File: src/rtl/cpu_pkg.sv
// Shared encodings and defaults for the CPU-bus request generator.
package cpu_pkg;

  typedef enum logic [1:0] {
    S_IDLE   = 2'd0,
    S_ACCESS = 2'd1,
    S_GAP    = 2'd2
  } state_t;

  localparam int AW_DEF  = 16;
  localparam int DW_DEF  = 32;
  localparam int TMO_DEF = 255;
  localparam int GAP_DEF = 2;

  localparam logic [DW_DEF-1:0] TMO_RDAT = '0;

  function automatic int max_int(input int a, input int b);
    return (a > b) ? a : b;
  endfunction

endpackage

File: src/rtl/cpu_reqgen_if.sv
// Request/response and chip-enable bus signals of the request generator.
interface cpu_reqgen_if
  import cpu_pkg::*;
#(
  parameter int AW = AW_DEF,
  parameter int DW = DW_DEF
);
  logic          req_vld;
  logic          req_rdy;
  logic          req_wr;
  logic [AW-1:0] req_addr;
  logic [DW-1:0] req_wdat;
  logic          rsp_vld;
  logic          rsp_tmo;
  logic [DW-1:0] rsp_rdat;
  logic          pce_;
  logic          pwr_;
  logic [AW-1:0] paddr;
  logic [DW-1:0] pwdat;
  logic [DW-1:0] prdat;
  logic          rdyin;

  modport master (
    input  req_vld, req_wr, req_addr, req_wdat, prdat, rdyin,
    output req_rdy, rsp_vld, rsp_tmo, rsp_rdat, pce_, pwr_, paddr, pwdat
  );

  modport slave (
    output req_vld, req_wr, req_addr, req_wdat, prdat, rdyin,
    input  req_rdy, rsp_vld, rsp_tmo, rsp_rdat, pce_, pwr_, paddr, pwdat
  );
endinterface

File: src/rtl/cpu_tmocnt.sv
// Loadable saturating up-counter; done is high once the count reaches lim.
module cpu_tmocnt #(
  parameter int CW = 8
) (
  input  logic          clk,
  input  logic          rst,
  input  logic          clr,
  input  logic          en,
  input  logic [CW-1:0] lim,
  output logic          done
);
  logic [CW-1:0] cnt;

  assign done = (cnt >= lim);

  // Stops at the limit, so a long stall in GAP can never wrap the count.
  always_ff @(posedge clk) begin
    if (rst || clr)
      cnt <= '0;
    else if (en && !done)
      cnt <= cnt + 1'b1;
  end
endmodule

File: src/rtl/cpu_reqgen.sv
// Master end of the chip-enable / latched-ready CPU bus handshake.
module cpu_reqgen
  import cpu_pkg::*;
#(
  parameter int DW  = DW_DEF,
  parameter int TMO = TMO_DEF,
  parameter int GAP = GAP_DEF
) (
  input  logic         clk,
  input  logic         rst,
  cpu_reqgen_if.master bus
);
  localparam int CW = $clog2(max_int(TMO, GAP) + 1);

  state_t        state, nxt;
  logic          cnt_clr, cnt_en, cnt_done;
  logic          accept, acc_end;
  logic [CW-1:0] cnt_lim;
  logic [DW-1:0] cap_dat;

  assign bus.req_rdy = (state == S_IDLE) && !rst;
  assign cnt_lim     = (state == S_GAP) ? CW'(GAP - 1) : CW'(TMO - 1);

  cpu_tmocnt #(.CW(CW)) u_cnt (
    .clk  (clk),
    .rst  (rst),
    .clr  (cnt_clr),
    .en   (cnt_en),
    .lim  (cnt_lim),
    .done (cnt_done)
  );

  always_ff @(posedge clk) begin
    if (rst) state <= S_IDLE;
    else     state <= nxt;
  end

  always_comb begin
    nxt     = state;
    cnt_clr = 1'b0;
    cnt_en  = 1'b0;
    accept  = 1'b0;
    acc_end = 1'b0;
    case (state)
      S_IDLE: if (bus.req_vld) begin
        accept  = 1'b1;
        cnt_clr = 1'b1;
        nxt     = S_ACCESS;
      end
      S_ACCESS: begin
        cnt_en = 1'b1;
        // Ready on the final timeout cycle still completes normally.
        if (bus.rdyin || cnt_done) begin
          acc_end = 1'b1;
          cnt_clr = 1'b1;
          nxt     = S_GAP;
        end
      end
      S_GAP: begin
        cnt_en = 1'b1;
        // Hold off until the slave drops its latched ready.
        if (cnt_done && !bus.rdyin) nxt = S_IDLE;
      end
      default: nxt = S_IDLE;
    endcase
  end

  // pwr_ low marks the current access as a write.
  assign cap_dat = (bus.rdyin && bus.pwr_) ? bus.prdat : DW'(TMO_RDAT);

  always_ff @(posedge clk) begin
    if (rst) begin
      bus.pce_     <= 1'b1;
      bus.pwr_     <= 1'b1;
      bus.rsp_vld  <= 1'b0;
      bus.rsp_tmo  <= 1'b0;
      bus.rsp_rdat <= '0;
      bus.paddr    <= '0;
      bus.pwdat    <= '0;
    end else begin
      bus.rsp_vld <= acc_end;
      bus.rsp_tmo <= acc_end && !bus.rdyin;
      if (accept) begin
        bus.pce_  <= 1'b0;
        bus.pwr_  <= ~bus.req_wr;
        bus.paddr <= bus.req_addr;
        bus.pwdat <= bus.req_wdat;
      end
      if (acc_end) begin
        bus.pce_     <= 1'b1;
        bus.pwr_     <= 1'b1;
        bus.rsp_rdat <= cap_dat;
      end
    end
  end
endmodule

File: src/flat_wrapper.sv
// flat-port wrapper written by rule: the top's interface ports become plain ports
module cpu_reqgen_flat import cpu_pkg::*;
#(
  parameter int DW  = DW_DEF,
  parameter int TMO = TMO_DEF,
  parameter int GAP = GAP_DEF
)
  (clk, rst, bus_req_vld, bus_req_wr, bus_req_addr, bus_req_wdat, bus_prdat, bus_rdyin, bus_req_rdy, bus_rsp_vld, bus_rsp_tmo, bus_rsp_rdat, bus_pce_, bus_pwr_, bus_paddr, bus_pwdat);
  cpu_reqgen_if #(.AW(16), .DW(DW)) bus_i ();
  input  logic clk;
  input  logic rst;
  input wire logic [$bits(bus_i.req_vld)-1:0] bus_req_vld;
  input wire logic [$bits(bus_i.req_wr)-1:0] bus_req_wr;
  input wire logic [$bits(bus_i.req_addr)-1:0] bus_req_addr;
  input wire logic [$bits(bus_i.req_wdat)-1:0] bus_req_wdat;
  input wire logic [$bits(bus_i.prdat)-1:0] bus_prdat;
  input wire logic [$bits(bus_i.rdyin)-1:0] bus_rdyin;
  output wire logic [$bits(bus_i.req_rdy)-1:0] bus_req_rdy;
  output wire logic [$bits(bus_i.rsp_vld)-1:0] bus_rsp_vld;
  output wire logic [$bits(bus_i.rsp_tmo)-1:0] bus_rsp_tmo;
  output wire logic [$bits(bus_i.rsp_rdat)-1:0] bus_rsp_rdat;
  output wire logic [$bits(bus_i.pce_)-1:0] bus_pce_;
  output wire logic [$bits(bus_i.pwr_)-1:0] bus_pwr_;
  output wire logic [$bits(bus_i.paddr)-1:0] bus_paddr;
  output wire logic [$bits(bus_i.pwdat)-1:0] bus_pwdat;
  assign bus_i.req_vld = bus_req_vld;
  assign bus_i.req_wr = bus_req_wr;
  assign bus_i.req_addr = bus_req_addr;
  assign bus_i.req_wdat = bus_req_wdat;
  assign bus_i.prdat = bus_prdat;
  assign bus_i.rdyin = bus_rdyin;
  assign bus_req_rdy = bus_i.req_rdy;
  assign bus_rsp_vld = bus_i.rsp_vld;
  assign bus_rsp_tmo = bus_i.rsp_tmo;
  assign bus_rsp_rdat = bus_i.rsp_rdat;
  assign bus_pce_ = bus_i.pce_;
  assign bus_pwr_ = bus_i.pwr_;
  assign bus_paddr = bus_i.paddr;
  assign bus_pwdat = bus_i.pwdat;
  cpu_reqgen #(.DW(DW), .TMO(TMO), .GAP(GAP)) u_core (.clk(clk), .rst(rst), .bus(bus_i));
endmodule
File: config.mk
export PLATFORM = sky130hd
export DESIGN_NAME = cpu_reqgen_flat
export DESIGN_NICKNAME = d
export VERILOG_FILES = /design/src/rtl/cpu_pkg.sv /design/src/rtl/cpu_reqgen_if.sv /design/src/rtl/cpu_tmocnt.sv /design/src/rtl/cpu_reqgen.sv /design/src/flat_wrapper.sv
export SDC_FILE = /design/constraint.sdc
export NUM_CORES = 1
export LEC_CHECK = 0
export BUFFER_PORTS_ARGS = -buffer_cell sky130_fd_sc_hd__buf_2
export CORE_MARGIN = 2
export CORE_UTILIZATION = 42
export CTS_CLUSTER_DIAMETER = 120
export DETAILED_ROUTE_END_ITERATION = 7
export PLACE_DENSITY = 0.76
export SETUP_SLACK_MARGIN = 0.2
export SYNTH_ARGS = -nofsm -noshare
export SYNTH_HDL_FRONTEND = slang
export SYNTH_SLANG_ARGS = --single-unit
File: constraint.sdc
create_clock -name clk -period 2.4 [get_ports clk]
set_input_delay 0.48 -clock clk [delete_from_list [all_inputs] [get_ports clk]]
set_output_delay 0.48 -clock clk [all_outputs]
set_load 0.005 [all_outputs]
## Word level (Yosys, flattened, before mapping)

Cells that the tools add are included.

| operators by class | value |
|---|---|
| $add $sub $neg | 1 |
| multiplexer cells | 12 |
| equal/unequal tests | 5 |
| order comparisons | 1 |
| bitwise gates (word level) | 1 |
| reduce and logical (&&, ||, !) cells | 14 |

Operators with widths:

| kind | count |
|---|---|
| two-way mux 32 bit | 1 |
| adder 8 x 1 -> 8 bit (second input constant) | 1 |
| greater-or-equal comparator 8 bit | 1 |
| two-way mux 8 bit | 1 |
| two-way mux 2 bit | 3 |
| case mux 2 bit (3 select lines) | 1 |
| logical AND 1 bit | 5 |
| two-way mux 1 bit | 5 |
| inequality test 2 bit (second input constant) | 2 |
| OR reduction 2 bit | 2 |
| logical NOT 1 bit | 3 |
| AND reduction 3 bit | 1 |
| == test 2 x 1 -> 1 bit (second input constant) | 1 |
| == test 2 bit (second input constant) | 1 |
| logical NOT 2 bit | 1 |
| logical OR 1 bit | 2 |
| inequality test 2 x 1 -> 1 bit (second input constant) | 1 |
| case mux 1 bit (2 select lines) | 1 |
| inverter 1 bit | 1 |

| word-level totals | value |
|---|---|
| bits in registers | 94 |
| output and inout port bits | 85 |

## Logic depth before layout (Yosys ltp)

| logic depth | value |
|---|---|
| depth in word-level cells | 7 |
| gate-level depth with buffers | 10 |
| mapped depth without buffers | 8 |

## Cells and area by module

A second synthesis with hierarchy kept.

| second synthesis, totals | value |
|---|---|
| cell total of the unflattened synthesis | 395 |
| area total of the unflattened synthesis | 3632.2 um^2 |

By module, submodules not included:

| module | area an instance (um^2) | instances | cells an instance |
|---|---|---|---|
| cpu_reqgen | 3021.6 | 1 | 325 |
| cpu_tmocnt | 610.6 | 1 | 70 |

## Worst setup path before layout

OpenSTA, ideal clock, no wires.

| timing | value |
|---|---|
| path kind | reg-to-reg |
| start point | register u_core.state[0] |
| end point | register u_core.bus.rsp_rdat[0] |
| setup time | 117 ps |
| slack | 85 ps |
| stages on the path, launching flop included | 11 |
| clock period less this slack | 2315 ps |
| data arrival time | 2198 ps |
| cell sequence | dfxtp_1 -> inv_1 -> ha_1 -> ha_1 -> o21a_1 -> o22ai_2 -> a31o_1 -> or2_1 -> buf_6 -> buf_6 -> a22o_1 |

| on the way | value |
|---|---|
| word-level cells in the longest chain between the ends | 6 |
| elaborated cells between the ends (all ways) | 7 |

Ends and longest elaborated chain:

| item | line | RTL |
|---|---|---|
| start: declaration | cpu_reqgen.sv:15 | `state_t state, nxt;` |
| start signal: assignment | cpu_reqgen.sv:35 | `else state <= nxt;` |
| == test 2 bit | cpu_reqgen.sv:22 | `assign cnt_lim = (state == S_GAP) ? CW'(GAP - 1) : CW'(TMO - 1);` |
| two-way mux 8 bit | cpu_reqgen.sv:22 |  |
| greater-or-equal comparator 8 bit | cpu_tmocnt.sv:14 | `assign done = (cnt >= lim);` |
| logical OR 1 bit | cpu_reqgen.sv:53 | `if (bus.rdyin \|\| cnt_done) begin` |
| two-way mux 1 bit | cpu_reqgen.sv:53 |  |
| two-way mux 1 bit (*) | cpu_reqgen.sv:44 | `case (state)` |
| end signal: assignment | cpu_reqgen.sv:92 | `bus.rsp_rdat <= cap_dat;` |
| end: declaration | cpu_reqgen_if.sv:25 | `output req_rdy, rsp_vld, rsp_tmo, rsp_rdat, pce_, pwr_, paddr, pwdat` |

Every way passes the cells marked *; elsewhere a longest branch is shown, timed or not.
A chain may end at the register's enable or synchronous reset.

## Worst setup path in the final report

| timing | value |
|---|---|
| start point | register u_core.state[0] |
| end point | register u_core.bus.rsp_rdat[28] |

Same word-level chain as after synthesis.

==> results.rst <==
.. list-table::
   :header-rows: 1

   * - Metric
     - Value
   * - Status
     - finished clean
   * - Cell-by-cell listing of the critical path
     - inv_2 -> ha_4 -> buf_4 -> nor3b_4 -> o22ai_4 -> a31o_1 -> or2_4 -> buf_12 -> a22o_1
   * - CP Class
     - reg2reg
   * - Yosys warns
     - 0
   * - Setup violation total in the final timing report
     - 0
   * - Maximum operating frequency
     - 461 MHz
   * - Largest cells by area after synthesis
     - dfxtp_1 (52%), nand2_1 (11%), a21oi_1 (7.9%)
   * - Post-synthesis sequential element count
     - 94
   * - Global-route wire length before repair
     - 17.1 mm
   * - Count of antenna diodes in the layout
     - 0
   * - Setup TNS
     - 0 ns
   * - Number of cells on the worst hold path
     - 2
   * - Bufs on Longest Clock Path
     - 2
   * - Crit path capture type
     - flip-flop
   * - Worst Hold Class
     - in2reg
   * - Aggregate global-route resource usage
     - 21.8%
   * - Worst EP arrival
     - 2.41 ns
   * - Clock tree root buffer cell
     - clkbuf_8
   * - Number of nets still failing antenna checks after routing
     - 0
   * - Number of fill cells
     - 749
   * - Total congestion overflow
     - 0
   * - Clk_lat worst skew
     - 0.36 ns
   * - Most numerous cell in the Yosys netlist
     - nand2_1
   * - Die Wd
     - 96.9 um
   * - Vias in the first global route
     - 3587
   * - Number of buffers added by the clock tree synthesis step
     - 9
   * - Proportion of layout cells with a drive suffix above 1
     - 38.3%
   * - Total of hold buffers inserted after clock tree synthesis
     - 0
   * - Slew Viols, Final
     - 0
   * - Post-route DRC violation count
     - 0
   * - Die Height
     - 96.9 um
   * - H-Tree Level Count
     - 3
   * - Slew margin rel.
     - 64.7%
   * - Leakage power of the design
     - 2.35 nW
   * - Final worst-path cycle share
     - 90.4%
   * - Depth of the worst register-to-register path
     - 9
   * - Areal power density over the cells
     - 723 nW/um^2
   * - Row count
     - 33
   * - First DRT Iteration DRCs
     - 209
   * - Worst Clk Skew
     - 0.0125 ns
   * - Vias after detailed routing
     - 3654
   * - Area share of the largest cell type after synthesis
     - 52.0%
   * - Initial Utilization
     - 43.6%
   * - Routed WL
     - 10.4 mm
   * - Sequential area share after synthesis
     - 52.0%
   * - Count of input and output buffers
     - 169
   * - Capture point of the worst reg-to-reg path
     - u_core.bus.rsp_rdat[28]
   * - Utilization of the core after routing
     - 59.6%
   * - Area growth from synthesis to layout
     - 36.5%
   * - First-pass DRT Iterations
     - 5
   * - Startpoint of the tightest hold check path
     - bus_prdat[22]
   * - Final worst slack
     - 0.231 ns
   * - Master of the slowest instance on the critical path
     - dfxtp_2
   * - Number of maximum-capacitance constraint violations
     - 0
   * - Shortest period the worst path allows
     - 2.17 ns
   * - Vias/cell
     - 5.32
   * - Hold-critical path endpoint
     - u_core.bus.rsp_rdat[22]
   * - Post-Place Worst Slack
     - 0.127 ns
   * - Startpoint of the lowest-slack register-to-register path
     - u_core.state[0]
   * - Total power of the final layout
     - 3.58 mW
   * - Weighted congestion at the end of routability-driven global placement
     - 0.836
   * - Clock tree from TritonCTS
     - yes
   * - Most area-hungry cell type in the Yosys netlist
     - dfxtp_1
   * - Clock net sink count
     - 94
   * - Fraction of registers with async set or reset after synthesis
     - 0%
   * - Multi-input gate area in the final layout
     - 1680 um^2
   * - Required time at the endpoint of the critical path
     - 2.64 ns
   * - Area of the core region
     - 8300 um^2
   * - Initial antenna violation count
     - 0
   * - HPWL reported at the end of detailed placement
     - 7.26 mm
   * - # nets final
     - 671
   * - Mean instance size in the synthesized netlist
     - 8.99 um^2
   * - Delay of the slowest cell on the worst path
     - 0.34 ns
   * - Crit-path max FO
     - 17
   * - Kind of launch point of the worst setup path
     - flip-flop
   * - Primary flip-flop cell chosen by synthesis mapping
     - dfxtp_1
   * - Slew @ Worst Pin
     - 0.530 ns
   * - Final-report hold violation count
     - 0
   * - Number of synthesized flops with an enable pin
     - 0
   * - Nets in the synthesized netlist
     - 497
   * - Clock-pin slew on the worst setup and hold paths
     - 0.10 ns
   * - Worst R2R Setup Slack
     - 0.23 ns
   * - Worst vdd rail ir drop
     - 389 uV
   * - DR WL/cell
     - 15.1 um
   * - Area used by sequential logic in the layout
     - 1880 um^2
   * - Cell area after synthesis
     - 3620 um^2
   * - Maximum number of pins on one net before global-route repair
     - 51
   * - Die Outline Area
     - 9380 um^2
   * - Unrepaired setup endpoints after global routing
     - no
   * - Num ports
     - 170
   * - Most frequent cells after synthesis
     - nand2_1 (107), dfxtp_1 (94), a21oi_1 (57)
   * - Distinct cells, synth
     - 39
   * - Number of instances in the synthesized netlist
     - 403
[how the worst max path moves through the flow]
stage | slack [ns] | depth (start not counted) | endpoint | from
finish | 0.23 | 9 | u_core.bus.rsp_rdat[28] | u_core.state[0]
floorplan | 0.22 | 10 | u_core.bus.rsp_rdat[0] | u_core.state[0]
global route | 0.20 | 9 | u_core.bus.rsp_rdat[4] | u_core.state[0]
CTS | 0.28 | 9 | u_core.bus.rsp_rdat[28] | u_core.state[0]
detailed placement | 0.13 | 8 | u_core.bus.rsp_rdat[28] | u_core.state[0]
global placement | 0.22 | 8 | u_core.bus.rsp_rdat[5] | u_core.state[0]
[layout by cell type, fill, tap and decap left out, drive strengths merged, types with 6 or more instances in the layout]
cell / synthesis / final
dfxtp: 94 / 94
a21oi: 57 / 57
o21ai: 8 / 8
nor2: 8 / 8
and3: 7 / 7
buf: 5 / 189
nand2: 107 / 107
inv: 5 / 8
nor3: 6 / 6
a22o: 32 / 32
clkbuf: 21 / 10
ha: 9 / 9
[worst max-delay path, delay by kind of cell, from the launching register on]
family	cells	cell delay, ns
flops	1	0.34
simple gates	2	0.53
compound gates	3	0.56
fa+ha+maj	1	0.20
buf+inv	3	0.42
[registers in the layout (all words and copies together) (netlist names)]
signal and flops:
u_core.state 2, u_core.bus.paddr 16, u_core.bus.rsp_vld 1, u_core.u_cnt.cnt 8, u_core.bus.pce_ 1, u_core.bus.pwdat 32
u_core.bus.pwr_ 1, u_core.bus.rsp_tmo 1, u_core.bus.rsp_rdat 32
[metrics by stage]
| stage | instance area [um^2] | hold WS [ns] | std cells |
|---|---|---|---|
| after detailed placement | 4620 | 0.432 | 660 |
| after global routing | 4950 | 0.310 | 687 |
| after floorplan | 3650 | 0.439 | 403 |
| after CTS | 4920 | 0.304 | 685 |
| final | 4950 | 0.322 | 687 |
| after global placement | 4620 | 0.432 | 660 |
[where the power goes]
part,total (mW),internal (mW),switching (mW),leakage (nW)
clock network,0.997,0.397,0.599,0.0869
logic,0.784,0.367,0.417,1.50
registers,1.80,1.71,0.0841,0.769
total,3.58,2.48,1.10,2.35
[timing repair]
action	in CTS	in global routing
resized for setup	9	3
pin swaps	4	1
setup buffers	8	2
endpoints found under the setup margin	32	23
cloned	1	0
endpoints found under the hold margin	0	0
[routing by layer]
metal	wire length [um]	global-route usage (%)	part of all wire, %	vias up
li1	-	-	-	1764
met1	4310	25.5	41	1671
met2	4900	37.9	47	197
met3	987	7.30	9.5	22
met4	199	6.50	1.9	0
met5	0	0	0	-
[final cells by class]
cell class	count	area share, %
multi-input cells	278	33.9
clock inverters	6	1.11
well taps	105	2.66
inverters	5	0.379
flip-flops and latches	94	38.1
repair buffers	189	21.3
clock buffers	10	2.58
[kinds of logic after synthesis]
kind of cell	Yosys count	share of synthesized area, %
simple gates	142	16.6
compound gates	126	23.9
flops	94	52.0
buf+inv	31	4.08
fa+ha+maj	9	3.11
mux	1	0.311
Note: power is estimated with default switching activity, not from simulation.
